$ cat src/rtl/prio_arbiter_n.sv
// rtl/prio_arbiter_n.sv - N-way arbiter with fixed-priority and round-robin modes
//
// Ports:
//   clk         rising-edge clock
//   rst_n       asynchronous active-low reset
//   req[N]      request vector, bit i = requester i wants the resource
//   mode        0 = fixed priority (highest index wins), 1 = round-robin
//   ack         consumer accepts the active grant (ignored while idle)
//   gnt_valid   a grant is active
//   gnt_idx[W]  binary index of the granted requester (holds after release)
//   gnt_onehot  one-hot grant while gnt_valid, else zero
module prio_arbiter_n #(
  parameter int N = 8,
  parameter int W = $clog2(N)
) (
  input  logic         clk,
  input  logic         rst_n,
  input  logic [N-1:0] req,
  input  logic         mode,
  input  logic         ack,
  output logic         gnt_valid,
  output logic [W-1:0] gnt_idx,
  output logic [N-1:0] gnt_onehot
);

  localparam logic [0:0] IDLE  = 1'b0;
  localparam logic [0:0] GRANT = 1'b1;

  localparam logic [N-1:0] ONE_N = N'(1);

  logic [0:0]   state;
  logic [W-1:0] ptr;

  logic [W-1:0] fixed_idx;
  logic [W-1:0] rr_idx;
  logic [W-1:0] win_idx;
  logic [W-1:0] rot_idx;
  int           rot;

  // Fixed priority: ascending scan so the last (highest) set bit wins.
  // Round-robin: descending scan over the rotated order so the set bit
  // closest to ptr (searching upward with wrap) is the final assignment.
  always_comb begin
    fixed_idx = '0;
    rr_idx    = '0;
    rot       = 0;
    rot_idx   = '0;
    for (int i = 0; i < N; i++) begin
      if (req[i]) fixed_idx = W'(i);
    end
    for (int k = N - 1; k >= 0; k--) begin
      rot = int'(ptr) + k;
      if (rot >= N) rot = rot - N;
      rot_idx = W'(rot);
      if (req[rot_idx]) rr_idx = rot_idx;
    end
    win_idx = mode ? rr_idx : fixed_idx;
  end

  always_ff @(posedge clk or negedge rst_n) begin
    if (!rst_n) begin
      state      <= IDLE;
      gnt_valid  <= 1'b0;
      gnt_idx    <= '0;
      gnt_onehot <= '0;
      ptr        <= '0;
    end else begin
      case (state)
        IDLE: begin
          if (|req) begin
            state      <= GRANT;
            gnt_valid  <= 1'b1;
            gnt_idx    <= win_idx;
            gnt_onehot <= ONE_N << win_idx;
          end
        end
        GRANT: begin
          // ack takes precedence over a simultaneous withdrawal so the
          // pointer still advances past the served requester.
          if (ack) begin
            state      <= IDLE;
            gnt_valid  <= 1'b0;
            gnt_onehot <= '0;
            if (mode) begin
              ptr <= (gnt_idx == W'(N - 1)) ? '0 : gnt_idx + W'(1);
            end
          end else if (!req[gnt_idx]) begin
            state      <= IDLE;
            gnt_valid  <= 1'b0;
            gnt_onehot <= '0;
          end
        end
        default: begin
          state      <= IDLE;
          gnt_valid  <= 1'b0;
          gnt_onehot <= '0;
        end
      endcase
    end
  end

endmodule

$ cat config.mk
export PLATFORM = sky130hd
export DESIGN_NAME = prio_arbiter_n
export DESIGN_NICKNAME = d
export VERILOG_FILES = /design/src/rtl/prio_arbiter_n.sv
export SDC_FILE = /design/constraint.sdc
export NUM_CORES = 1
export LEC_CHECK = 0
export CAP_MARGIN = 20
export CORE_MARGIN = 3
export CORE_UTILIZATION = 54
export DETAILED_ROUTE_END_ITERATION = 16
export DONT_BUFFER_PORTS = 1
export PLACE_DENSITY = 0.73
export SLEW_MARGIN = 25
export SYNTH_ARGS = -nofsm -noshare
export SYNTH_HDL_FRONTEND = slang
export SYNTH_SLANG_ARGS = --single-unit
$ cat constraint.sdc
create_clock -name clk -period 3.8 [get_ports clk]
set_clock_uncertainty 0.1 [all_clocks]
set_input_delay 0.38 -clock clk [delete_from_list [all_inputs] [get_ports clk]]
set_output_delay 0.38 -clock clk [all_outputs]
set_load 0.02 [all_outputs]
After elaboration in Yosys (flattened, before gate mapping):

Cells that the tools add are included.

* mux-type cells: 55
* add/subtract/negate cells: 16
* bitwise logic cells: 1
* equality and inequality tests: 3
* multiply operators: 0
* shift operators: 1
* div/mod/pow operators: 0
* reductions and logical operators: 4
* $lt $le $gt $ge: 17

Operator list (count)
* two-way mux 3 bit: 23
* < comparator 3 x 4 -> 1 bit (second input constant): 9
* greater-or-equal comparator 4 bit (second input constant): 7
* binary-select mux 1 bit (select 3 bit): 9
* two-way mux 8 bit: 3
* subtractor 3 x 1 -> 3 bit (second input constant): 8
* adder 3 x 3 -> 4 bit (second input constant): 4
* two-way mux 1 bit: 16
* one-hot mux 8 bit (2 select lines): 1
* adder 3 x 2 -> 4 bit (second input constant): 2
* OR reduction 8 bit: 1
* << shifter 1 x 3 -> 8 bit (first input constant): 1
* adder 3 x 1 -> 4 bit (second input constant): 1
* greater-or-equal comparator 3 x 4 -> 1 bit (second input constant): 1
* one-hot mux 1 bit (2 select lines): 2
* AND reduction 2 bit: 2
* adder 3 x 1 -> 3 bit (second input constant): 1
* == test 3 bit (second input constant): 1
* != test 3 bit (second input constant): 1
* AND reduction 3 bit: 1
* two-way mux 2 bit: 1
* != test 2 bit (second input constant): 1
* inverter 1 bit: 1

* bits of input ports: 12
* bits in latches: 0
* memories: 0
* output and inout port bits: 12
* word-level logic and storage cells: 102
* flip-flop bits (word level): 16
* RAM bits: 0
* bits in read-only memories: 0

Longest topological paths before layout:

* depth after elaboration: 17
* depth in mapped cells: 13
* gate-level depth less buffers: 9

Worst setup path after synthesis:

Ideal clock, no wire load.

* path kind: flip-flop to flip-flop
* from: reg ptr[1]
* to: reg gnt_onehot[0]
* path slack: 0.141 ns
* setup time: 0.122 ns
* clock period less this slack: 3.659 ns
* arrival: 3.438 ns
* required time: 3.578 ns
* stages on the path, launching flop included: 14
* path buffers: 4
* path through: dfrtp_1 buf_2 clkbuf_1 inv_1 ha_1 buf_2 buf_2 mux4_1 mux2i_1 o21ai_0 o21ai_0 nor3b_1 inv_1 a32o_1

* word-level cells in the longest chain between the ends: 17
* elaborated cells on any way between the ends: 59
* those cells by class: add/sub (15); order compare (8); shift (1); mux (35)

Ends and longest elaborated chain
* start: declaration: RTL line 32 `logic [W-1:0] ptr;`
* start signal: assignment: RTL line 85 `ptr <= (gnt_idx == W'(N - 1)) ? '0 : gnt_idx + W'(1);`
* adder 3 x 3 -> 4 bit: RTL line 52 `rot = int'(ptr) + k;`
* greater-or-equal comparator 4 bit or subtractor 3 x 1 -> 3 bit (tied branches): RTL line 53 `if (rot >= N) rot = rot - N;`
* two-way mux 3 bit: RTL line 53
* binary-select mux 1 bit (select 3 bit): RTL line 55 `if (req[rot_idx]) rr_idx = rot_idx;`
* two-way mux 1 bit (not written as such): RTL line 55
* two-way mux 3 bit (7 in series): RTL line 55
* two-way mux 3 bit *: RTL line 55
* two-way mux 3 bit *: RTL line 57 `win_idx = mode ? rr_idx : fixed_idx;`
* << shifter 1 x 3 -> 8 bit *: RTL line 74 `gnt_onehot <= ONE_N << win_idx;`
* two-way mux 8 bit *: RTL line 70 `if (|req) begin`
* one-hot mux 8 bit (2 select lines) *: RTL line 68 `case (state)`
* end signal: assignment: RTL line 74
* end: declaration: RTL line 23 `output logic [N-1:0] gnt_onehot`

Mark *: on every way between the ends. The rest lies on a longest branch, timed or not. The select of a mux whose other input is x is not followed.
A chain may end at the register's enable or synchronous reset.

Worst setup path after layout:

* from: reg ptr[0]
* to: reg gnt_onehot[2]

Same word-level chain as after synthesis.

==> summary.txt <==
Timing
  • Worst Tran Pin Value: 0.717 ns
  • Unrepaired setup endpoints after global routing: no
  • F_max: 284 MHz
  • Final Hold Viols: 0
  • TNS Setup: 0 ns
  • Worst slew margin: 52.1%
  • Final period util: 92.6%
  • Pins Over Slew Limit: 0
  • Final Critical Period: 3.52 ns
  • # setup viols final: 0

Power
  • Net Sw Power: 948 uW
  • Peak VDD IR: 0.413 mV
  • Switching portion of total power: 50.5%
  • Seq pwr share: 21.4%
  • Clock share of power: 4.7%
  • Leak: 0.736 nW
  • Power density over cell area: 1010 mW/mm^2
  • Comb pwr share: 73.9%
  • Pint: 930 uW

Place
  • Buffers on Ports: 0
  • Final GP Congestion: 0.911
  • Placement Cell Area: 0.00182 sq mm
  • Post-detail-place hpwl: 3170 um

Logic synthesis
  • Cell Area, Synth: 0.00182 sq mm
  • Flops & latches, synth: 16
  • Avg Cell Area, Syn: 9.79 sq um
  • Top_reg_cell synth: dfrtp_1
  • Synth async-reset ratio: 100%
  • Yosys warnings: 0
  • Syn Nets: 202
  • Syn Inst Count: 186
  • Post-synth EDFFs: 0
  • Synth cell types: 48
  • Seq/Total Area, Yosys: 22.0%

Setup path
  • CP max FO: 15
  • End of the worst register-to-register path: gnt_onehot[2]
  • Worst setup SP type: register
  • Reg2Reg Setup Slack: 0.28 ns
  • Slowest stage delay, CP: 0.73 ns
  • CP arrival: 3.64 ns
  • Crit-path cells: inv_1 > ha_1 > mux4_1 > nor2b_1 > o311ai_0 > o221ai_1 > a211oi_1 > a32o_1
  • WP data required: 3.92 ns
  • RR Startpoint: ptr[0]
  • Worst R2R Path Depth: 8
  • CP max stage cell: ha_1
  • Critical Path End Type: register
  • Critical setup path kind: reg2reg

Layout
  • Commonest non-fill, non-tap cells in the layout: nand2_1, dfrtp_1, mux4_2, mux2i_1, o21ai_0
  • Post-route design area: 0.00186 sq mm
  • Ant diodes: 0
  • Area growth, synth to finish: 1.85%
  • Fin nets: 193
  • Ratio of cells with drive above 1 in the final layout: 17.7%
  • Most common cell after layout, fill and taps aside: nand2_1

Die
  • I/O pins: 24
  • Starting Density: 58.2%
  • Die Area: 0.00411 sq mm
  • Core area: 0.00313 sq mm
  • Die H: 64.1 um
  • Die Wd: 64.1 um
  • Row cnt: 20

Clocking
  • H-Tree Depth: 1
  • CTS Sinks: 16
  • Num CTS Buffers: 3
  • Hold buffers post-CTS: 1
  • Clk Latency, worst-skew pair: 0.28 ns
  • Cts repair resizes: 0
  • Clock-pin slew on the worst setup and hold paths: 0.09 ns
  • Post-CTS setup buffers: 0
  • Clock Root Buffer: clkbuf_4
  • Max clock buf depth: 2
  • CTS tree: built

Global routing
  • First-pass GRT wire length: 7600 um
  • Initial antenna violation count: 0
  • Overall Global Routing Usage: 23.1%
  • Vias in the first global route: 1521
  • Gr ovfl total: 0
  • Largest net degree at the start of global routing: 20

Min path
  • Worst min path class: in2reg
  • Hold Path Cell Cnt: 2
  • Hold endpoint: state
  • Hold_sp: ack

Status
  • Status: completed

Routing
  • First-pass detailed-route iteration total: 4
  • Final wirelength: 4490 um
  • DRC errors left: 0
  • Routed Antenna Nets: 0
  • Per-cell routed wire length: 20.5 um
  • Drt initial violations: 95
  • Via Count: 1553
  • Vias per Instance: 7.09

Flow run
  • # Max-Cap Violations: 0
-- stage by stage --
step / total power [mW] / setup slack, ns / util (%) / instances / hold WS, ns
CTS: 1.86 / 0.286 / 59.3 / 219 / 0.184
finish: 1.88 / 0.280 / 59.3 / 219 / 0.182
floorplan: 1.52 / 0.141 / - / 186 / -0.0156
global route: 2.02 / 0.0213 / 59.3 / 219 / 0.203
global placement: 1.72 / 0.412 / 58.3 / 215 / -0.0152
detailed placement: 1.77 / 0.289 / 58.3 / 215 / -0.0154
-- state kept, by name, summed over array words and instances (netlist names) --
signal and cells:
gnt_idx 3, gnt_valid 1, gnt_onehot 8, state 1, ptr 3
-- cells in the mapped netlist, drive strengths merged (5+ instances only) --
master	number	area, sq um
a21oi	6	30.0
buf	5	31.3
clkbuf	14	52.6
dfrtp	16	400
inv	8	30.0
mux2	6	71.3
mux2i	14	140
mux4	18	420
nand2	21	78.8
nand3	5	25.0
nor2	8	30.0
o21ai	12	63.8
o31ai	6	50.1
-- metal layers --
layer / routed length, um / global-route usage (%) / up-vias
met2: 2120 / 35.5 / 91
met4: 10 / 3.23 / 0
met3: 450 / 7.38 / 4
li1: - / - / 704
met5: 0 / 0 / -
met1: 1910 / 32.6 / 754
-- kinds of logic after synthesis --
group	share of synthesized area (%)
adders and majority gates	2.75
and+or+nand+nor	11.5
DFF	22.0
xor gates and xnor gates	2.40
muxes	34.7
buffers and inverters	6.25
AOI/OAI and AO/OA	20.4
-- worst max-delay path: cells and delay by family (launching register included) --
family,cells,cell delay [ns]
simple gates,1,0.18
flops,1,0.36
mux,1,0.46
fa+ha+maj,1,0.73
compound gates,4,1.50
buf+inv,1,0.12
-- how the worst max path moves through the flow --
stage / start / end / slack [ns] / cells past startpoint
after floorplan: ptr[1] / gnt_onehot[0] / 0.14 / 13
after global placement: ptr[0] / gnt_onehot[0] / 0.41 / 9
after detailed placement: ptr[0] / gnt_onehot[1] / 0.29 / 9
after CTS: ptr[0] / gnt_onehot[1] / 0.29 / 9
after global routing: ptr[0] / gnt_onehot[2] / 0.02 / 8
final: ptr[0] / gnt_onehot[2] / 0.28 / 8
-- cell type report --
type	instances	area, sq um
multi-input cells	143	1310
fillers	278	1270
flip-flops and latches	16	400
well taps	44	55.1
repair buffers	5	40.0
inverters	8	30.0
clock buffers	3	22.5
-- power by group through the flow --
stage	clock network (mW)	registers [mW]	logic, mW
floorplan	0	0.357	1.17
global route	0.0947	0.417	1.51
detailed placement	0	0.406	1.36
global placement	0	0.404	1.32
CTS	0.0901	0.403	1.37
finish	0.0879	0.402	1.39
(Power assumes the default switching activity.)
